**src/rtl/eva_intr_agg_if.sv**
```systemverilog
// eva_intr_agg_if -- event output channel of the interrupt aggregator.
//
// Carries the head of the event FIFO from the aggregator (master) to the
// consumer (slave) with a valid/ready handshake.
//   evt_valid   master->slave  head entry present
//   evt_ready   slave->master  consumer accepts the head entry this cycle
//   evt_vec     master->slave  channel vector of the head entry
//   evt_tstamp  master->slave  detection tick of the head entry (0 when unused)
interface eva_intr_agg_if #(
   parameter int NUM_INTR = 32
);
   logic                evt_valid;
   logic                evt_ready;
   logic [NUM_INTR-1:0] evt_vec;
   logic [63:0]         evt_tstamp;

   modport master (
      output evt_valid,
      output evt_vec,
      output evt_tstamp,
      input  evt_ready
   );

   modport slave (
      input  evt_valid,
      input  evt_vec,
      input  evt_tstamp,
      output evt_ready
   );
endinterface

```
**src/rtl/eva_intr_agg.sv**
```systemverilog
// eva_intr_agg -- interrupt event aggregator.
//
// Detects rising edges (edge mode) or asserted levels (level mode) on up to
// 64 interrupt lines and queues them as channel vectors in a small FIFO.
// When the FIFO is full, detections coalesce into a pending vector; a
// detection that hits an already-pending bit is counted as lost.
//
// Parameters:
//   NUM_INTR    number of interrupt channels, 1..64
//   FIFO_DEPTH  event FIFO entries, power of two, 2..64
//
// Ports:
//   aclk        clock, rising edge
//   arest_n     asynchronous active-low reset
//   interrupt   raw interrupt lines, synchronous to aclk
//   cfg_level   per-channel mode: 1 = level, 0 = rising edge
//   cfg_mask    per-channel mask: 1 = new detections discarded
//   evt         event output channel (valid/ready, vector, timestamp)
//   fifo_cnt    occupied FIFO entries
//   ovf_cnt     lost-event counter, saturating
//   ovf_clr     single-cycle pulse, clears ovf_cnt (wins over increment)
//
// Build option:
//   EVA_INTR_TSTAMP_EN  when defined, a free-running 64-bit tick is captured
//                       per entry at push and presented on evt_tstamp;
//                       otherwise evt_tstamp is tied to 0.
module eva_intr_agg #(
   parameter int NUM_INTR   = 32,
   parameter int FIFO_DEPTH = 8
) (
   input  logic                        aclk,
   input  logic                        arest_n,
   input  logic [NUM_INTR-1:0]         interrupt,
   input  logic [NUM_INTR-1:0]         cfg_level,
   input  logic [NUM_INTR-1:0]         cfg_mask,
   eva_intr_agg_if.master              evt,
   output logic [$clog2(FIFO_DEPTH):0] fifo_cnt,
   output logic [15:0]                 ovf_cnt,
   input  logic                        ovf_clr
);

   localparam int           AW      = $clog2(FIFO_DEPTH);
   localparam logic [AW:0]  DEPTH_C = (AW+1)'(FIFO_DEPTH);

   logic [NUM_INTR-1:0] intr_ff;
   logic [NUM_INTR-1:0] pend;
   logic [NUM_INTR-1:0] inflight;
   logic [NUM_INTR-1:0] edge_det;
   logic [NUM_INTR-1:0] level_det;
   logic [NUM_INTR-1:0] new_det;
   logic [NUM_INTR-1:0] cand;
   logic [NUM_INTR-1:0] head_vec;
   logic [NUM_INTR-1:0] pop_clr;
   logic [NUM_INTR-1:0] push_set;
   logic [AW-1:0]       wr_ptr;
   logic [AW-1:0]       rd_ptr;
   logic [NUM_INTR-1:0] vec_mem [FIFO_DEPTH];
   logic                fifo_full;
   logic                push;
   logic                pop;
   logic                loss;

   // Level channels are suppressed while their previous event is queued
   // (inflight) or waiting to be queued (pend), so a held level yields one
   // entry per consumer pop rather than one per cycle.
   assign edge_det  = interrupt & ~intr_ff & ~cfg_level;
   assign level_det = interrupt & cfg_level & ~inflight & ~pend;
   assign new_det   = (edge_det | level_det) & ~cfg_mask;
   assign cand      = pend | new_det;

   assign head_vec      = vec_mem[rd_ptr];
   assign evt.evt_valid = (fifo_cnt != '0);
   assign evt.evt_vec   = evt.evt_valid ? head_vec : '0;

   assign pop       = evt.evt_valid & evt.evt_ready;
   assign fifo_full = (fifo_cnt == DEPTH_C);
   // A pop in the same cycle frees the slot, so a full FIFO can still push.
   assign push      = (|cand) & (~fifo_full | pop);
   // Only edge detections can collide with pend; level_det already masks it.
   assign loss      = |(new_det & pend);

   // Inflight clear uses the current-cycle state, so a level input still high
   // during the popping cycle is re-detected only on the following cycle.
   assign pop_clr  = pop  ? head_vec : '0;
   assign push_set = push ? (cand & cfg_level) : '0;

   always_ff @(posedge aclk or negedge arest_n) begin
      if (!arest_n) begin
         intr_ff  <= '0;
         pend     <= '0;
         inflight <= '0;
         wr_ptr   <= '0;
         rd_ptr   <= '0;
         fifo_cnt <= '0;
         ovf_cnt  <= '0;
      end else begin
         intr_ff  <= interrupt;
         pend     <= push ? '0 : cand;
         inflight <= (inflight & ~pop_clr) | push_set;

         if (push) wr_ptr <= wr_ptr + 1'b1;
         if (pop)  rd_ptr <= rd_ptr + 1'b1;

         case ({push, pop})
            2'b10:   fifo_cnt <= fifo_cnt + 1'b1;
            2'b01:   fifo_cnt <= fifo_cnt - 1'b1;
            default: fifo_cnt <= fifo_cnt;
         endcase

         if (ovf_clr)
            ovf_cnt <= '0;
         else if (loss && (ovf_cnt != 16'hFFFF))
            ovf_cnt <= ovf_cnt + 16'd1;
      end
   end

   // Storage is not reset; the outputs are gated by evt_valid instead.
   always_ff @(posedge aclk) begin
      if (push) vec_mem[wr_ptr] <= cand;
   end

`ifdef EVA_INTR_TSTAMP_EN
   logic [63:0] tick_q;
   logic [63:0] ts_mem [FIFO_DEPTH];

   always_ff @(posedge aclk or negedge arest_n) begin
      if (!arest_n) tick_q <= '0;
      else          tick_q <= tick_q + 64'd1;
   end

   // A coalesced entry carries the tick of the cycle it is finally pushed.
   always_ff @(posedge aclk) begin
      if (push) ts_mem[wr_ptr] <= tick_q;
   end

   assign evt.evt_tstamp = evt.evt_valid ? ts_mem[rd_ptr] : '0;
`else
   assign evt.evt_tstamp = '0;
`endif

endmodule

```
**src/flat_wrapper.sv**
```systemverilog
// flat-port wrapper written by rule: the top's interface ports become plain ports
module eva_intr_agg_flat 
#(
   parameter int NUM_INTR   = 32,
   parameter int FIFO_DEPTH = 8
)
  (aclk, arest_n, interrupt, cfg_level, cfg_mask, fifo_cnt, ovf_cnt, ovf_clr, evt_evt_valid, evt_evt_vec, evt_evt_tstamp, evt_evt_ready);
  eva_intr_agg_if #(.NUM_INTR(NUM_INTR)) evt_i ();
  input  logic aclk;
  input  logic arest_n;
  input  logic [NUM_INTR-1:0] interrupt;
  input  logic [NUM_INTR-1:0] cfg_level;
  input  logic [NUM_INTR-1:0] cfg_mask;
  output logic [$clog2(FIFO_DEPTH):0] fifo_cnt;
  output logic [15:0] ovf_cnt;
  input  logic ovf_clr;
  output wire logic [$bits(evt_i.evt_valid)-1:0] evt_evt_valid;
  output wire logic [$bits(evt_i.evt_vec)-1:0] evt_evt_vec;
  output wire logic [$bits(evt_i.evt_tstamp)-1:0] evt_evt_tstamp;
  input wire logic [$bits(evt_i.evt_ready)-1:0] evt_evt_ready;
  assign evt_evt_valid = evt_i.evt_valid;
  assign evt_evt_vec = evt_i.evt_vec;
  assign evt_evt_tstamp = evt_i.evt_tstamp;
  assign evt_i.evt_ready = evt_evt_ready;
  eva_intr_agg #(.NUM_INTR(NUM_INTR), .FIFO_DEPTH(FIFO_DEPTH)) u_core (.aclk(aclk), .arest_n(arest_n), .interrupt(interrupt), .cfg_level(cfg_level), .cfg_mask(cfg_mask), .evt(evt_i), .fifo_cnt(fifo_cnt), .ovf_cnt(ovf_cnt), .ovf_clr(ovf_clr));
endmodule
```
**config.mk**
```make
export PLATFORM = sky130hd
export DESIGN_NAME = eva_intr_agg_flat
export DESIGN_NICKNAME = d
export VERILOG_FILES = /design/src/rtl/eva_intr_agg_if.sv /design/src/rtl/eva_intr_agg.sv /design/src/flat_wrapper.sv
export SDC_FILE = /design/constraint.sdc
export NUM_CORES = 1
export LEC_CHECK = 0
export BUFFER_PORTS_ARGS = -buffer_cell sky130_fd_sc_hd__buf_2
export CORE_MARGIN = 5
export CORE_UTILIZATION = 30
export DETAILED_ROUTE_END_ITERATION = 8
export HOLD_SLACK_MARGIN = 0.15
export PLACE_DENSITY = 0.53
export SLEW_MARGIN = 40
export SYNTH_ARGS = -nofsm -noshare
export SYNTH_HDL_FRONTEND = slang
export SYNTH_SLANG_ARGS = --single-unit
```
**constraint.sdc**
```tcl
create_clock -name aclk -period 4.7 [get_ports aclk]
set_input_delay 0.235 -clock aclk [delete_from_list [all_inputs] [get_ports aclk]]
set_output_delay 0.235 -clock aclk [all_outputs]
set_load 0.005 [all_outputs]
```
==> results.tsv, run 1 <==
metric	value	unit
layout_min_cycle_time	3.56	ns
fmax	281	MHz
via_count	9600	
detail_route.first_pass.iterations	5	
vdd_drop_max	0.000286	V
yosysSeqAreaShare	67.7	%
setup_viol	0	
grt_overflow	0	
synthTopCellsByCount	edfxtp_1, dfrtp_1, nor2_1	
rsz0062_at_grt	no	
cpPeakStageDelay	0.55	ns
synth-warning-count	0	
final_antenna_net_count	0	
critical_path_arrival	4.01	ns
hold_viol	0	
syn_area_per_cell	14.8	um2
post_drt_via_cell_ratio	4.67	
finalWeightedCongestion	0.761	
tightestPinTransition	0.724	ns
outcome	completed	
cts_tree	built	
max_cap_violations	0	
grt_first_pass_wirelength	62800	um
die_area	57600	um2
synth_area_leaders	edfxtp_1, dfrtp_1, mux4_2	
cts_resized	0	
port_buffers	152	
post_cts_buffers	0	
synth-edff-count	256	
root_buffer	clkbuf_16	
grt_pass1_vias	10000	
initial_core_util	30.2	%
final_util	37.2	%
route.detailed.drc	0	
slew_headroom	51.7	%
ys_ff_latch	378	
cts-buffers-inserted	43	
p_leak	0.00789	uW
drtIter0Drc	562	
ys_types	40	
cp_cell_sequence	dlygate4sd3_1 > buf_2 > mux2i_1 > a21oi_1 > nand4_1 > nor4_4 > nand4_1 > inv_1 > ha_1 > a21o_1 > a21oi_1 > and4_1 > a21oi_1 > a211o_1	
coreArea	52400	um2
totalWireLength	41400	um
ff2ff_setup_slack	1.17	ns
wl_per_cell	20.2	um
die_h	240	um
cp-end-kind	register	
clock_path_buffers	3	
track_usage	14.4	%
fin_setup_tns	0	ns
cts.reportedPaths.clkPinSlew	0.06	ns
path_common_cell	a21oi_1	
min_path_type	in2reg	
antenna-diode-count	0	
synthesis.area	15900	um2
synth_top_area_cell	edfxtp_1	
clock_latency	0.57	ns
dp_hpwl	27200	um
startpoint_type	primary input	
syn_to_final_growth	23.1	%
io_pins	217	
critPathSlowestCell	dlygate4sd3_1	
cts_sinks	378	
die_x	240	um
worstSetupPathType	in2reg	
grt_max_degree	80	
skew	0.0277	ns
ys.flop_type	edfxtp_1	
async_reset_ff_share	32.3	%
row_count	84	
synth_cells	1074	
timing.final.crit_share	75.7	%
antenna_found_initial	2	
post_route_cells_drive_above_1_share	23.6	%
yosys.area.top_type_share	48.5	%
yosysMostFrequentCell	edfxtp_1	
slew_violations	0	
path_max_fanout	5	
crit_required	5.15	ns
htreeDepth	2	
power.density_cell_area	593	nW/um2
nets	1437	
## path summary, 6_finish.rpt
path	start	end	depth (start not counted)
max	cfg_level[15]	u_core.fifo_cnt[3]	14
min reg2reg	u_core.inflight[12]	u_core.inflight[12]	2
min in group asynchronous	arest_n	u_core.ovf_cnt[13]	2
max reg2reg	u_core.intr_ff[15]	u_core.fifo_cnt[3]	12
min	cfg_mask[25]	u_core.pend[25]	4
max in group asynchronous	arest_n	u_core.pend[26]	3
## metrics by stage
stage / hold WS [ns] / area (um2) / setup slack, ns / cells / total power, uW
global placement: 0.352 / 17400 / 1.24 / 1898 / 8380
finish: 0.187 / 19500 / 1.14 / 2054 / 11600
global route: 0.213 / 19500 / 0.916 / 2054 / 12200
CTS: 0.158 / 19500 / 1.19 / 2054 / 11800
detailed placement: 0.284 / 17400 / 1.18 / 1899 / 8480
floorplan: -0.0606 / 16100 / 0.0414 / 1137 / 7010
## where the power goes
| group | internal [uW] | switching (uW) | total [uW] |
|---|---|---|---|
| clock network | 1850 | 1360 | 3210 |
| registers | 4540 | 447 | 4990 |
| logic | 1480 | 1900 | 3370 |
| total | 7860 | 3700 | 11600 |
## registers in the layout (all words and copies together) (netlist names)
name	cells
u_core.pend	32
u_core.fifo_cnt	4
u_core.intr_ff	32
u_core.vec_mem	256
u_core.ovf_cnt	16
u_core.rd_ptr	3
u_core.inflight	32
u_core.wr_ptr	3
## critical path: cells and delay by family
family          cells  cell delay [ns]
fa+ha+maj           1             0.24
buf+inv             3             0.83
compound gates      5             1.31
mux                 1             0.11
simple gates        4             1.26
## metal layers
layer | wire length [um] | vias to the layer above | global-route usage [%]
li1 | - | 4390 | -
met1 | 18200 | 4852 | 19.5
met2 | 19300 | 291 | 23.1
met3 | 2890 | 63 | 3.89
met4 | 982 | 4 | 3.89
met5 | 27 | - | 0
## repair_timing
item / 4_1_cts / 5_1_grt
hold buffers: 75 / 0
endpoints found under the setup margin: 0 / 0
hold endpoints to repair: 167 / 0
## placed cells by master (no fill, tap or decap), types with 4 or more instances in the layout
master | Yosys | layout
nand4_1 | 18 | 18
clkbuf_8 | 0 | 4
nor2b_1 | 33 | 33
clkinv_1 | 0 | 9
or3_1 | 15 | 15
buf_4 | 64 | 20
clkinv_2 | 0 | 6
mux2i_1 | 67 | 67
dfrtp_1 | 122 | 119
nor2_1 | 104 | 103
a21oi_1 | 49 | 48
ha_1 | 5 | 5
o21ai_0 | 46 | 45
mux4_2 | 64 | 64
dlygate4sd3_1 | 0 | 75
conb_1 | 1 | 64
buf_2 | 8 | 151
nand3_1 | 73 | 73
inv_1 | 39 | 39
edfxtp_1 | 256 | 256
nand2_1 | 42 | 42
xnor2_1 | 6 | 6
clkbuf_16 | 0 | 44
clkbuf_1 | 20 | 10
## logic make-up after synthesis
logic type	after synthesis	share of synthesized area, %
XOR/XNOR	7	0.387
buffers and inverters	141	4.92
flip-flops	378	67.7
AO/OA/AOI/OAI	99	3.18
AND/OR/NAND/NOR	306	9.52
other	1	0.0236
multiplexers	136	13.7
adder cells (fa/ha/maj)	6	0.521
## area by class of cell
cell class	instances	area, um2
multi-input combinational	618	4670
sequential	378	10700
tap	688	861
fill	4976	32900
clock inverter	22	155
inverter	39	146
timing repair buffer	251	1740
clock buffer	58	1190
(Power assumes the default switching activity.)
==> run 2, diff against run 1 <==
- ABC_AREA: not set -> 1
- PLACE_DENSITY: 0.53 -> 0.51
- clock period: 4.7 -> 3.37 ns (I/O delays scaled with it)
==> run 2 against run 1 <==
Compared with the run above:
- die area grew 3.9%
- flip-flop and latch count did not move
- global-route usage up 0.17 points
- design area is 3.7% higher
- clock skew is 0.0072 ns lower
- clock power increased by 34%
- final cell count rose by 22%
- critical path type is now reg2reg
- critical endpoint unchanged
- largest cell class unchanged
- highest routed layer is now met4
==> results.tsv, run 2 <==
metric	value	unit	change
die_area	59800	um2	+3.9%
ys_types	39		-2.5%
clock_path_buffers	3		unchanged
tightestPinTransition	0.745	ns	+0.0205 ns
grt_first_pass_wirelength	68800	um	+9.7%
dp_hpwl	29700	um	+9.3%
cp.depth	19		+5
route.detailed.drc	0		unchanged
worstSetupPathType	reg2reg		
cts.reportedPaths.clkPinSlew	0.07	ns	about the same
final_antenna_net_count	0		unchanged
rsz0062_at_grt	no		
synth-warning-count	0		unchanged
setup_viol	0		unchanged
syn_to_final_growth	22.7	%	
detail_route.first_pass.iterations	5		unchanged
vdd_drop_max	0.000396	V	+38%
largest_register_ffs	256		unchanged
initial_core_util	30.1	%	-0.12 points
timing.final.crit_share	90.4	%	
async_reset_ff_share	32.3	%	unchanged
syn_area_per_cell	10.9	um2	-26%
critPathSlowestCell	dfrtp_1		
port_buffers	152		unchanged
ys_ff_latch	378		unchanged
layout_min_cycle_time	3.05	ns	
slew_headroom	50.2	%	-1.5 points
slew_violations	0		unchanged
die_h	244	um	+1.9%
cts_sinks	378		unchanged
ys.flop_type	edfxtp_1		
grt_pass1_vias	11700		+17%
post_drt_via_cell_ratio	4.70		+0.54%
clock_latency	0.54	ns	-0.03 ns
path_max_fanout	4		-1
ff2ff_setup_slack	0.32	ns	-0.85 ns
io_pins	217		unchanged
cp-end-kind	register		
startpoint_type	register		
row_count	86		+2.4%
cp_cell_sequence	nor2_1 > nor2_1 > nor2_1 > nor2_1 > nand2_1 > nor2_1 > nand2_1 > nor2_2 > nand2_2 > nor2_4 > ha_1 > nand2_1 > nand2_1 > a31oi_1 > o21ai_0 > nand2_1 > nand2_1 > nand2_1 > inv_1		
cp_top_family	simple AND/OR/NAND/NOR gates		
crit_required	3.79	ns	-1.36 ns
cp.buffers_inverters	1		-2
track_usage	14.5	%	+0.17 points
root_buffer	clkbuf_16		
cts_tree	built		
skew	0.0206	ns	-0.00717 ns
max_cap_violations	0		unchanged
final_cell_mix	nor2_1, edfxtp_1, buf_2, nand2_1, inv_1		
totalWireLength	44100	um	+6.4%
wl_per_cell	17.6	um	-13%
drtIter0Drc	814		+45%
antenna_found_initial	3		+1
synthTopCellsByCount	nor2_1, edfxtp_1, nand2_1		
nets	1875		+30%
yosys.area.top_type_share	46.6	%	-1.9 points
p_leak	0.00868	uW	+10%
outcome	completed		
yosysSeqAreaShare	65.1	%	-2.6 points
grt_max_degree	89		+11%
post_route_cells_drive_above_1_share	16.2	%	-7.5 points
min_path_type	in2reg		
regMostFlops	u_core.vec_mem		
coreArea	54800	um2	+4.4%
power.density_cell_area	822	nW/um2	+39%
finalWeightedCongestion	0.796		+4.5%
die_x	244	um	+1.9%
synthesis.area	16500	um2	+4.0%
hold_viol	0		unchanged
synth_cells	1516		+41%
synth-edff-count	256		unchanged
synth_top_area_cell	edfxtp_1		
n_fill_cell	5340		+7.3%
min_path_cells	4		unchanged
ff2ff_path_depth	19		+7
fmax	328	MHz	
synth_area_leaders	edfxtp_1, dfrtp_1, nor2_1		
critical_path_arrival	3.47	ns	-0.54 ns
yosysMostFrequentCell	nor2_1		
fin_setup_tns	0	ns	unchanged
cpPeakStageDelay	0.39	ns	-0.16 ns
instances_no_fill	2502		+22%
grt_overflow	0		unchanged
post-place-cells	2367		+25%
via_count	11800		+22%
final_common_cell	nor2_1		
htreeDepth	2		unchanged
cts-buffers-inserted	38		-12%
path_common_cell	nand2_1		
[run 2: final cells by class]
type	instances	area, um2	share of cell area (%)
Timing Repair Buffer	277	2060	10.2
Multi-Input combinational cell	947	4800	23.7
Clock buffer	46	1060	5.26
Sequential cell	378	10700	53.1
Tap cell	704	881	4.35
Inverter	127	477	2.36
Antenna cell	1	2.50	0.0124
Clock inverter	22	200	0.989
[run 2: final timing paths]
| path | startpoint | end |
|---|---|---|
| max reg2reg | u_core.pend[5] | u_core.fifo_cnt[3] |
| max | u_core.pend[5] | u_core.fifo_cnt[3] |
| min reg2reg | u_core.inflight[15] | u_core.inflight[15] |
| min in group asynchronous | arest_n | u_core.intr_ff[24] |
| min | ovf_clr | u_core.ovf_cnt[14] |
| max in group asynchronous | arest_n | u_core.intr_ff[16] |
[run 2: worst min-delay path: cells and delay by family]
| kind | cells | cell delay (ns) |
|---|---|---|
| simple gates | 2 | 0.21 |
| buf+inv | 2 | 0.27 |
[run 2: cell families after synthesis]
group / synth area share [%]
AO/OA/AOI/OAI: 9.35
XOR/XNOR: 1.01
adder cells (fa/ha/maj): 0.501
buffers and inverters: 7.56
flip-flops: 65.1
multiplexers: 1.94
other: 0.0227
AND/OR/NAND/NOR: 14.5
[run 2: report_power, final]
part | internal, uW | switching, uW
combinational | 1970 | 3530
clock | 2550 | 1760
sequential | 6280 | 543
total | 10800 | 5830
[run 2: metal layers]
layer / part of all wire, % / track usage, %
met1: 44 / 19.5
met2: 48 / 24.5
met3: 5.7 / 2.23
met4: 2.6 / 4.50
met5: 0 / 0
[run 2: repair_timing]
action / in CTS / in global routing
hold buffers: 66 / 0
buffers inserted: 0 / 0
gates resized for setup: 0 / 0
hold endpoints to repair: 153 / 0
[run 2: through the flow]
stage	utilization (%)	setup slack, ns	power (uW)	hold slack (ns)	cell area, um2
finish	36.9	0.323	16600	0.146	20200
detailed placement	33.4	0.284	12400	0.224	18300
CTS	36.9	0.260	16800	0.166	20200
global route	36.9	0.0956	17700	0.168	20200
global placement	33.2	0.225	12200	0.290	18200
floorplan	-	0.153	9770	-0.127	16700
